File: src/rtl/nlprg_8_pkg.sv
// Shared constants and step function for the 8-bit non-linear pseudo-random generator.
// The step function is the de Bruijn-modified Fibonacci LFSR update.
package prg_pkg;

  localparam int          PRG8_W    = 8;
  localparam logic [7:0]  PRG8_TAPS = 8'b1011_1000;  // x^8+x^6+x^5+x^4+1
  localparam logic [7:0]  PRG8_RST  = 8'h00;

  // The z term splices 0x00 into the 255-state cycle: 0x80 -> 0x00 -> 0x01.
  function automatic logic [PRG8_W-1:0] prg8_step(input logic [PRG8_W-1:0] s);
    logic lin;
    logic z;
    lin = ^(s & PRG8_TAPS);
    z   = (s[PRG8_W-2:0] == '0);
    return {s[PRG8_W-2:0], lin ^ z};
  endfunction

endpackage

File: src/rtl/nlprg_8_fb.sv
// Combinational feedback for the 8-bit generator: current state in, next state out.
module nlfsr_fb
  import prg_pkg::*;
(
  input  logic [PRG8_W-1:0] state_i,
  output logic [PRG8_W-1:0] next_o
);

  always_comb begin
    next_o = prg8_step(state_i);
  end

endmodule

File: src/rtl/nlprg_8.sv
// 8-bit non-linear pseudo-random generator with period 256, including 0x00.
// Free-running; the output is the state register itself.
module nlprg_8
  import prg_pkg::*;
#(
  parameter int N = PRG8_W
) (
  input  logic         ck,
  input  logic         rst,
  output logic [N-1:0] o
);

  logic [N-1:0] state_q;
  logic [N-1:0] state_d;

  nlfsr_fb u_fb (
    .state_i (state_q),
    .next_o  (state_d)
  );

  always_ff @(posedge ck or negedge rst) begin
    if (!rst) begin
      state_q <= PRG8_RST;
    end else begin
      state_q <= state_d;
    end
  end

  assign o = state_q;

endmodule

File: config.mk
export PLATFORM = sky130hd
export DESIGN_NAME = nlprg_8
export DESIGN_NICKNAME = d
export VERILOG_FILES = /design/src/rtl/nlprg_8_pkg.sv /design/src/rtl/nlprg_8_fb.sv /design/src/rtl/nlprg_8.sv
export SDC_FILE = /design/constraint.sdc
export NUM_CORES = 1
export LEC_CHECK = 0
export BUFFER_PORTS_ARGS = -buffer_cell sky130_fd_sc_hd__buf_2
export CAP_MARGIN = 20
export CORE_AREA = 2 2 39 41
export CTS_BUF_LIST = sky130_fd_sc_hd__clkbuf_8 sky130_fd_sc_hd__clkbuf_16
export DETAILED_ROUTE_END_ITERATION = 8
export DIE_AREA = 0 0 41 43
export GPL_ROUTABILITY_DRIVEN = 0
export PLACE_DENSITY = 0.41
export SETUP_SLACK_MARGIN = 0.05
export SLEW_MARGIN = 20
export SYNTH_ARGS = -nofsm -noshare
export SYNTH_HDL_FRONTEND = slang
export SYNTH_SLANG_ARGS = --single-unit
File: constraint.sdc
create_clock -name ck -period 1.75 [get_ports ck]
set_clock_uncertainty 0.05 [all_clocks]
set_input_delay 0.0875 -clock ck [delete_from_list [all_inputs] [get_ports ck]]
set_output_delay 0.0875 -clock ck [all_outputs]
set_load 0.01 [all_outputs]
# After elaboration in Yosys (flattened, before gate mapping)
# Index checks and enable logic that the tools add are counted.
dict set report word_totals {
  in_bits 2
  memories 0
  mem_bits_ro 0
  latch_bits 0
  mem_bits_rw 0
  output_inout_bits 8
  register_bits 8
  word_cells 4
}
dict set report classes {
  n_div 0
  n_addsub 0
  magnitude_cmp 0
  mux 0
  mul 0
  n_reduce_logical 2
  n_bitwise 1
  n_shift 0
  n_eq_ne 0
}
# cell count
set ops {}
lappend ops {{XOR reduction 8 bit} 1}
lappend ops {{logical NOT 7 bit} 1}
lappend ops {{XOR 1 bit} 1}

# Depth between registers and ports, before layout
dict set report depth {
  depth_word 2
  mapped_depth 5
}

# Modules after synthesis
# From an unflattened synthesis, not the netlist that was laid out.
dict set report unflattened {
  hier_cells 23
  area_unflattened_um2 319.1
}
# module cells_per_inst instances area_each_um2
set modules_own_cells {}
lappend modules_own_cells {nlprg_8 8 1 200.2}
lappend modules_own_cells {nlfsr_fb 15 1 118.9}

# Worst setup path before layout
# OpenSTA, ideal clock, no wires.
dict set report synth_timing {
  kind {reg2reg}
  startpoint {reg state_q[4], in the netlist o[4]}
  endpoint {reg state_q[0], in the netlist o[0]}
  required_time_ns 1.571
  n_path_buf 0
  t_arrival_ns 1.095
  slack_ns 0.476
  stages_incl_launch_ff 6
  path_cell_list {dfrtp_1 -> inv_1 -> ha_1 -> xor2_1 -> xnor2_1 -> xor2_1}
}
dict set report synth_via {
  elab_chain_len 2
  elab_cells_between_ends 3
}
# element line_no
set synth_rtl {}
lappend synth_rtl {{start, declared} nlprg_8.sv:13} ;# logic [N-1:0] state_q;
lappend synth_rtl {{start signal, assigned} nlprg_8.sv:25} ;# state_q <= state_d;
lappend synth_rtl {{XOR reduction 8 bit / logical NOT 7 bit (equally long branches)} {nlprg_8_pkg.sv:13, nlprg_8_pkg.sv:14}}
lappend synth_rtl {{XOR 1 bit *} nlprg_8_pkg.sv:15} ;# return {s[PRG8_W-2:0], lin ^ z};
lappend synth_rtl {{net state_d[0]} nlprg_8.sv:14} ;# logic [N-1:0] state_d;
# The timed path passes the listed nets; every way through them passes the cells marked *.

# Final worst setup path
# Same ends and word-level chain as after synthesis.

==> summary.txt <==
Detailed routing
  • Routed WL per cell: between 10 and 15 um
  • Via count: 166
  • Drt first pass iters: 2
  • Via-per-instance ratio: 3.69
  • DRT iter0 DRCs: 5
  • Final wirelength: 453 um
  • Remaining antenna violation count: 0
  • DRC errors left: 0

Flow run
  • Max-cap viol count: 0

Worst setup path
  • CP endpoint kind: flip-flop
  • Crit start category: flip-flop
  • CP delay by family, top: XOR/XNOR gates
  • Most frequent CP cell: xor2_1
  • CP bufs+invs: 1
  • Worst path cell trace: inv_1, ha_1, xor2_1, xnor2_1, xor2_1
  • WP data required: ~1.8 ns
  • Slowest stage cell, crit path: dfrtp_1
  • Crit path max fanout: 3
  • Worst stage delay on the critical path: 0.35 ns
  • Critical path type: flip-flop to flip-flop
  • Arrival time at the worst endpoint: 1.37 ns

STA
  • Min cycle time layout: ~1.3 ns
  • Slew margin rel.: 0.865
  • Slew @ Worst Pin: roughly 0.2 ns
  • Final setup violating endpoints: 0
  • Max Clock Freq: 761 MHz
  • Setup TNS: 0 ns
  • Final Hold Viols: 0
  • PnR worst setup slack: 0.435 ns
  • Unrepaired setup endpoints after global routing: no
  • Final period utilization: 0.751
  • Final Max Tran Viols: 0

Placement
  • Buffers added on ports: 9
  • Cell count after placement: 41
  • Pre-CTS WS: roughly 0.44 ns

Yosys
  • Mean post-synth cell area: ~14 um2
  • Syn_nets: 26
  • Post-Syn Instances: 23
  • Synth Register Bits: 8
  • Synth Cell Area: 319 um2
  • Synthesis warning total: 0
  • Seq/Total Area, Yosys: 0.627
  • Yosys cell types: 8

Layout
  • Number of flip-flops in the largest register: 8
  • Fin util: 0.277
  • Most frequent cells in the layout: buf_2, dfrtp_1, clkbuf_8, inv_1, xor2_1
  • Final nets: 34
  • Antenna diode count: 0
  • Area growth syn-to-layout: 20.0%
  • Layout cells sized above 1: 0.448
  • Non-Filler Instances: between 40 and 50
  • Commonest non-fill, non-tap cell in the layout: buf_2

GRT
  • Overall global routing resource usage: 0.0710
  • Initial antenna violation count: 0
  • Global-route wire length before repair: 717 um
  • Remaining Overflow, GRT: 0
  • Vias in the first global route: 172
  • Largest net degree at the start of global routing: 9

Floorplanning
  • Die Height: between 40 and 50 um
  • I/O pin cnt: 10
  • Starting Density: 0.231
  • Cell row count: 14
  • CORE AREA: 1380 um2
  • Die ar.: 1760 um2
  • Die width: 41 um

Clock tree
  • H-tree depth: 1
  • Worst-Skew Late Latency: 0.23 ns
  • CTS Buffer Depth: 2
  • CTS Buf Count: 3
  • Post-CTS Setup Inserts: 0
  • CTS clk-pin slew, worst paths: 0.04 ns
  • CTS tree: yes
  • Sink Count: 8
  • Root Driver: clkbuf_8

Status
  • Status: complete, no violations

Hold path
  • Min-delay worst type: primary input to async pin

Power and ir drop
  • P_leak: between 0.15 and 0.2 nW
  • PD cells: 1070 nW/um2
  • VDD IR max: about 0.43 mV
  • Total power: 0.000409 W
path summary, 6_finish.rpt:
path                       start  endpoint  slack (ns)  depth (start not counted)
setup / recovery            o[4]      o[0]        0.44                          5
hold / removal               rst      o[0]        0.19                          2
setup reg to reg            o[4]      o[0]        0.44                          5
hold reg to reg             o[6]      o[7]        0.33                          0
max in group asynchronous    rst      o[1]        1.30                          2
min in group ck             o[6]      o[7]        0.33                          0
area by class of cell:
class                           count  area [um2]
Clock buffer                        3        41.3
Fill cell                         156        1000
Inverter                            2        7.51
Multi-Input combinational cell      6        58.8
Sequential cell                     8         200
Tap cell                           16        20.0
Timing Repair Buffer               10        55.1
where the power goes:
group	internal (W)	switching, W
Sequential	0.000186	0
Combinational	0.00000228	0.00000369
Clock	0.000149	0.0000685
Total	0.000337	0.0000722
cell families after synthesis:
| group | synth area share |
|---|---|
| xor gates and xnor gates | 0.0824 |
| adders and majority gates | 0.0392 |
| buffers and inverters | 0.188 |
| DFF | 0.627 |
| and+or+nand+nor | 0.0627 |
synth_stat cells (all sizes together):
cell type  n  area share
xnor2      1       0.027
xor2       2       0.055
nor4       1       0.039
inv        2       0.024
buf        7        0.16
dfrtp      8        0.63
ha         1       0.039
nand3b     1       0.024
per-stage QoR:
step | hold WS (ns) | cell area [um2]
2_1_floorplan | -0.258 | 319
3_3_place_gp | -0.116 | 332
3_5_place_dp | -0.112 | 332
4_1_cts | 0.197 | 383
5_1_grt | 0.214 | 383
6_report | 0.187 | 383
layer usage:
metal	vias up	routed length [um]	global-route usage
met5	-	0	0
met4	0	11	0.0800
met3	2	44	0.0471
met2	7	201	0.0813
met1	81	196	0.0764
li1	76	-	-
repair_timing:
item                      in CTS  in global routing
resized for setup              0                  0
hold endpoints to repair       8                  0
hold buffers                   1                  0
Power figures use the tool's default switching activity.
